File: src/rtl/multi_chan_synchronizer.sv
// Multi-channel synchroniser: per-channel flop chain, debounce filter,
// registered edge pulses and software-clearable sticky event flags.
// Channels are independent; do not pass multi-bit buses through this block.
module multi_chan_synchronizer #(
   parameter int                      NUM_CHANNELS = 8,
   parameter int                      SYNC_STAGES  = 2,
   parameter int                      DEBOUNCE_LEN = 1,
   parameter logic [NUM_CHANNELS-1:0] RESET_VAL    = '0
) (
   input  logic                    clk,
   input  logic                    rst,
   input  logic [NUM_CHANNELS-1:0] async_in,
   input  logic [NUM_CHANNELS-1:0] evt_clr,
   output logic [NUM_CHANNELS-1:0] level_out,
   output logic [NUM_CHANNELS-1:0] rise_pulse,
   output logic [NUM_CHANNELS-1:0] fall_pulse,
   output logic [NUM_CHANNELS-1:0] evt_sticky
);

   // Counter only has to reach DEBOUNCE_LEN-1, so it never wraps.
   localparam int               CNT_W   = (DEBOUNCE_LEN <= 2) ? 1 : $clog2(DEBOUNCE_LEN);
   localparam logic [CNT_W-1:0] CNT_MAX = CNT_W'(DEBOUNCE_LEN - 1);

   (* ASYNC_REG = "TRUE" *) logic [NUM_CHANNELS-1:0] chain_q [SYNC_STAGES];
   logic [NUM_CHANNELS-1:0] sync_s;
   logic [NUM_CHANNELS-1:0] flip;

   // Plain flop chain: nothing may sit between stages.
   always_ff @(posedge clk or negedge rst) begin
      if (!rst) begin
         for (int k = 0; k < SYNC_STAGES; k++) chain_q[k] <= RESET_VAL;
      end else begin
         chain_q[0] <= async_in;
         for (int k = 1; k < SYNC_STAGES; k++) chain_q[k] <= chain_q[k-1];
      end
   end

   assign sync_s = chain_q[SYNC_STAGES-1];

   for (genvar i = 0; i < NUM_CHANNELS; i++) begin : g_chan
      logic [CNT_W-1:0] cnt_q;

      // A channel flips once the synchronised value has disagreed with the
      // current level for DEBOUNCE_LEN consecutive edges.
      assign flip[i] = (sync_s[i] != level_out[i]) && (cnt_q == CNT_MAX);

      // Debounce counter: restarts whenever the input agrees or a flip lands.
      always_ff @(posedge clk or negedge rst) begin
         if (!rst) begin
            cnt_q <= '0;
         end else if ((sync_s[i] == level_out[i]) || flip[i]) begin
            cnt_q <= '0;
         end else begin
            cnt_q <= cnt_q + 1'b1;
         end
      end
   end

   // Level, edge pulses and sticky flags all update on the edge that flips.
   always_ff @(posedge clk or negedge rst) begin
      if (!rst) begin
         level_out  <= RESET_VAL;
         rise_pulse <= '0;
         fall_pulse <= '0;
         evt_sticky <= '0;
      end else begin
         level_out  <= level_out ^ flip;
         rise_pulse <= flip & sync_s;
         fall_pulse <= flip & ~sync_s;
         evt_sticky <= flip | (evt_sticky & ~evt_clr);
      end
   end

endmodule

File: config.mk
export PLATFORM = sky130hd
export DESIGN_NAME = multi_chan_synchronizer
export DESIGN_NICKNAME = d
export VERILOG_FILES = /design/src/rtl/multi_chan_synchronizer.sv
export SDC_FILE = /design/constraint.sdc
export NUM_CORES = 1
export LEC_CHECK = 0
export CORE_MARGIN = 8
export CORE_UTILIZATION = 46
export CTS_CLUSTER_SIZE = 12
export DETAILED_ROUTE_END_ITERATION = 12
export GPL_TIMING_DRIVEN = 1
export PLACE_DENSITY = 0.87
export SYNTH_ARGS = -nofsm -noshare
export SYNTH_HDL_FRONTEND = slang
export SYNTH_SLANG_ARGS = --single-unit
File: constraint.sdc
create_clock -name clk -period 0.94 [get_ports clk]
set_input_delay 0.282 -clock clk [delete_from_list [all_inputs] [get_ports clk]]
set_output_delay 0.282 -clock clk [all_outputs]
set_load 0.02 [all_outputs]
==> flow_summary.toml, run 1 <==
[outcome]
status = "complete, but fails checks"
violations = "setup timing"

[worst_setup_path]
crit_buf_inv = 1
r2r-end = "evt_sticky[1]"
critPathMaxStageDelay_ns = 0.41
arrival_ns = 0.86
cp_cell_sequence = "buf_6"
required_ns = 0.66
worst-r2r-setup-slack_ns = -0.10
start_kind = "flop"
crit_path_end_kind = "output pin"
path_delay_family = "flip-flops"
slowest_stage = "dfrtp_1"
reg2reg_depth = 4
path_max_fanout = 2
crit_type = "reg2out"

[pwr]
finalPower_mw = 4.92
p_per_area_nw_per_um2 = 1840
p_leak_nw = 1.28
clkPwrFrac_pct = 26.1
switchingPower_mw = 1.22
p_int_mw = 3.70
seq_power_share_pct = 55.0
swShare_pct = 24.8
irDropWorstVdd_v = 0.00139
combinationalPowerShare_pct = 18.9

[clocking]
cts_tree = "done"
clk_latency_ns = 0.30
h-tree-depth = 2
clk_pin_slew_ns = 0.09
clock_sinks = 56
cts_root_buf = "clkbuf_8"
cts.path.max_buffers = 2
numCtsBuffers = 5

[min_path]
worst_hold_path_type = "reg2reg"
holdPathEnd = "sync_s[4]"
holdPathStages = 0
min_from = "chain_q[12]"

[cells_and_area]
final_layout_size_suffix_gt1_share_pct = 35.6
fin_nets = 208
syn_to_final_growth_pct = 51.9
num_antenna_cells = 0

[timing]
drv_slew = 0
fin_skew_ns = 0.0108
grt_setup_unrepaired = "yes"
setup_viol = 34
post-route-period-util_pct = 121
tns_ns = -5.40
finalCriticalPeriod_ns = 1.14
fmax_ghz = 0.879
finalHoldViolations = 0
setup_ws_ns = -0.197

[floorplan]
ios = 50
core_region_area_um2 = 3660
fp.dieH_um = 77.9
dieArea_um2 = 6070
rows = 22
die_w_um = 77.9
start_util_pct = 48.1

[grt]
first_global_vias = 1232
grtUsageTotal_pct = 11.6
grt-ovfl-total = 0
grt_pass1_wl_um = 5490
grt_max_degree = 57
antenna_found_initial = 0

[logic_synthesis]
synthCells = 111
synth_top_area_cell = "dfrtp_1"
ys_types = 10
avgSynthCellArea_um2 = 15.9
synth-edff-count = 0
synthTopCellsByCount = "dfrtp_1, nor3b_1, inv_1, o22ai_1, xnor2_1"
yosys_register_bits = 56
ys.flop_type = "dfrtp_1"
async_reset_ff_share_pct = 100
synth.area.top_cells = "dfrtp_1, nor3b_1, xnor2_1, mux2_2, o22ai_1"
yosysMostFrequentCell = "dfrtp_1"
synth_warnings = 0
yosys.area.top_type_share_pct = 79.5
synth_area_um2 = 1760
ys_seq_area_share_pct = 79.5

[detailed_routing]
dr.first_iter.drc_count = 47
routed-via-count = 1082
drt-vias-per-instance = 4.53
wirelength_um = 3650
antenna_left = 0
firstDrtPassIters = 4
avgRoutedWirePerCell_um = 15.3
drc_errors = 0

[place]
dp_hpwl_um = 2500
portBuffers = 49
gp_congestion = 0.674

[run]
cap_violations = 0
[repair_timing]
item | in CTS | in global routing
endpoints found under the hold margin | 56 | 0
endpoints found under the setup margin | 32 | 46
pin swaps | 2 | 9
setup buffers | 6 | 4
hold buffers | 1 | 0
resized for setup | 197 | 9
[stage by stage]
step / instances / hold slack [ns] / utilization [%] / worst slack (ns) / area [um^2]
after floorplan: 118 / -0.0136 / - / 0.0673 / 1790
after global placement: 224 / 0.293 / 65.9 / -0.277 / 2410
after detailed placement: 224 / 0.305 / 65.9 / -0.323 / 2410
after CTS: 239 / 0.350 / 71.8 / -0.198 / 2630
after global routing: 239 / 0.364 / 73.1 / -0.224 / 2680
final: 239 / 0.350 / 73.1 / -0.197 / 2680
[power groups by stage]
stage	sequential, mW	clock (mW)	combinational, mW
floorplan	2.88	0	0.153
global placement	2.71	0	0.764
detailed placement	2.72	0	0.795
CTS	2.70	1.33	0.894
global route	2.73	1.41	0.991
finish	2.71	1.28	0.931
[layer usage]
layer / routed length (um) / vias to the layer above / global-route usage (%)
li1: - / 511 / -
met2: 2070 / 37 / 20.8
met3: 331 / 4 / 7.26
met1: 1210 / 530 / 10.1
met4: 37 / 0 / 4.15
met5: 0 / - / 0
[worst max-delay path by stage]
stage	startpoint	endpoint	slack, ns	cells after the start
floorplan	flop	flop	0.07	1
global placement	flop	level_out[6]	-0.28	1
detailed placement	evt_sticky[2]	evt_sticky[2]	-0.32	1
CTS	evt_sticky[7]	evt_sticky[7]	-0.20	1
global route	flop	level_out[7]	-0.22	1
finish	flop	level_out[1]	-0.20	1
[final cells by class]
class	instances	area, um^2
multi-input combinational	54	419
sequential	56	1400
clock buffer	8	90.1
tap	48	60.1
timing repair buffer	65	676
fill	239	985
inverter	8	30.0
[cell usage in the layout (no fill, tap or decap), drive strengths merged]
master | netlist | final
dfrtp | 56 | 56
clkdlybuf4s50 | 0 | 16
mux2 | 5 | 5
nor2 | 3 | 3
o22ai | 8 | 8
inv | 8 | 8
clkbuf | 0 | 8
nand2 | 6 | 6
buf | 0 | 48
nand2b | 3 | 3
dlygate4sd3 | 0 | 1
nor3b | 13 | 13
conb | 1 | 8
xnor2 | 8 | 8
[cells by family (layout without fill, tap and decap cells)]
group / count (synthesis) / count (layout) / synth area share [%]
xor+xnor: 8 / 8 / 3.98
flops: 56 / 56 / 79.5
mux: 5 / 5 / 3.20
buf+inv: 8 / 81 / 1.70
compound gates: 8 / 8 / 2.84
simple gates: 25 / 25 / 8.52
other cells: 1 / 8 / 0.213
(Power assumes the default switching activity.)
==> run 2, diff against run 1 <==
--- a/config.mk
+++ b/config.mk
@@ -11,6 +11,7 @@
 export DETAILED_ROUTE_END_ITERATION = 12
 export GPL_TIMING_DRIVEN = 1
 export PLACE_DENSITY = 0.87
+export SLEW_MARGIN = 20
 export SYNTH_ARGS = -nofsm -noshare
 export SYNTH_HDL_FRONTEND = slang
 export SYNTH_SLANG_ARGS = --single-unit
==> results of run 2 <==
The final DEF is identical to that of run 1; final timing and power are the same.
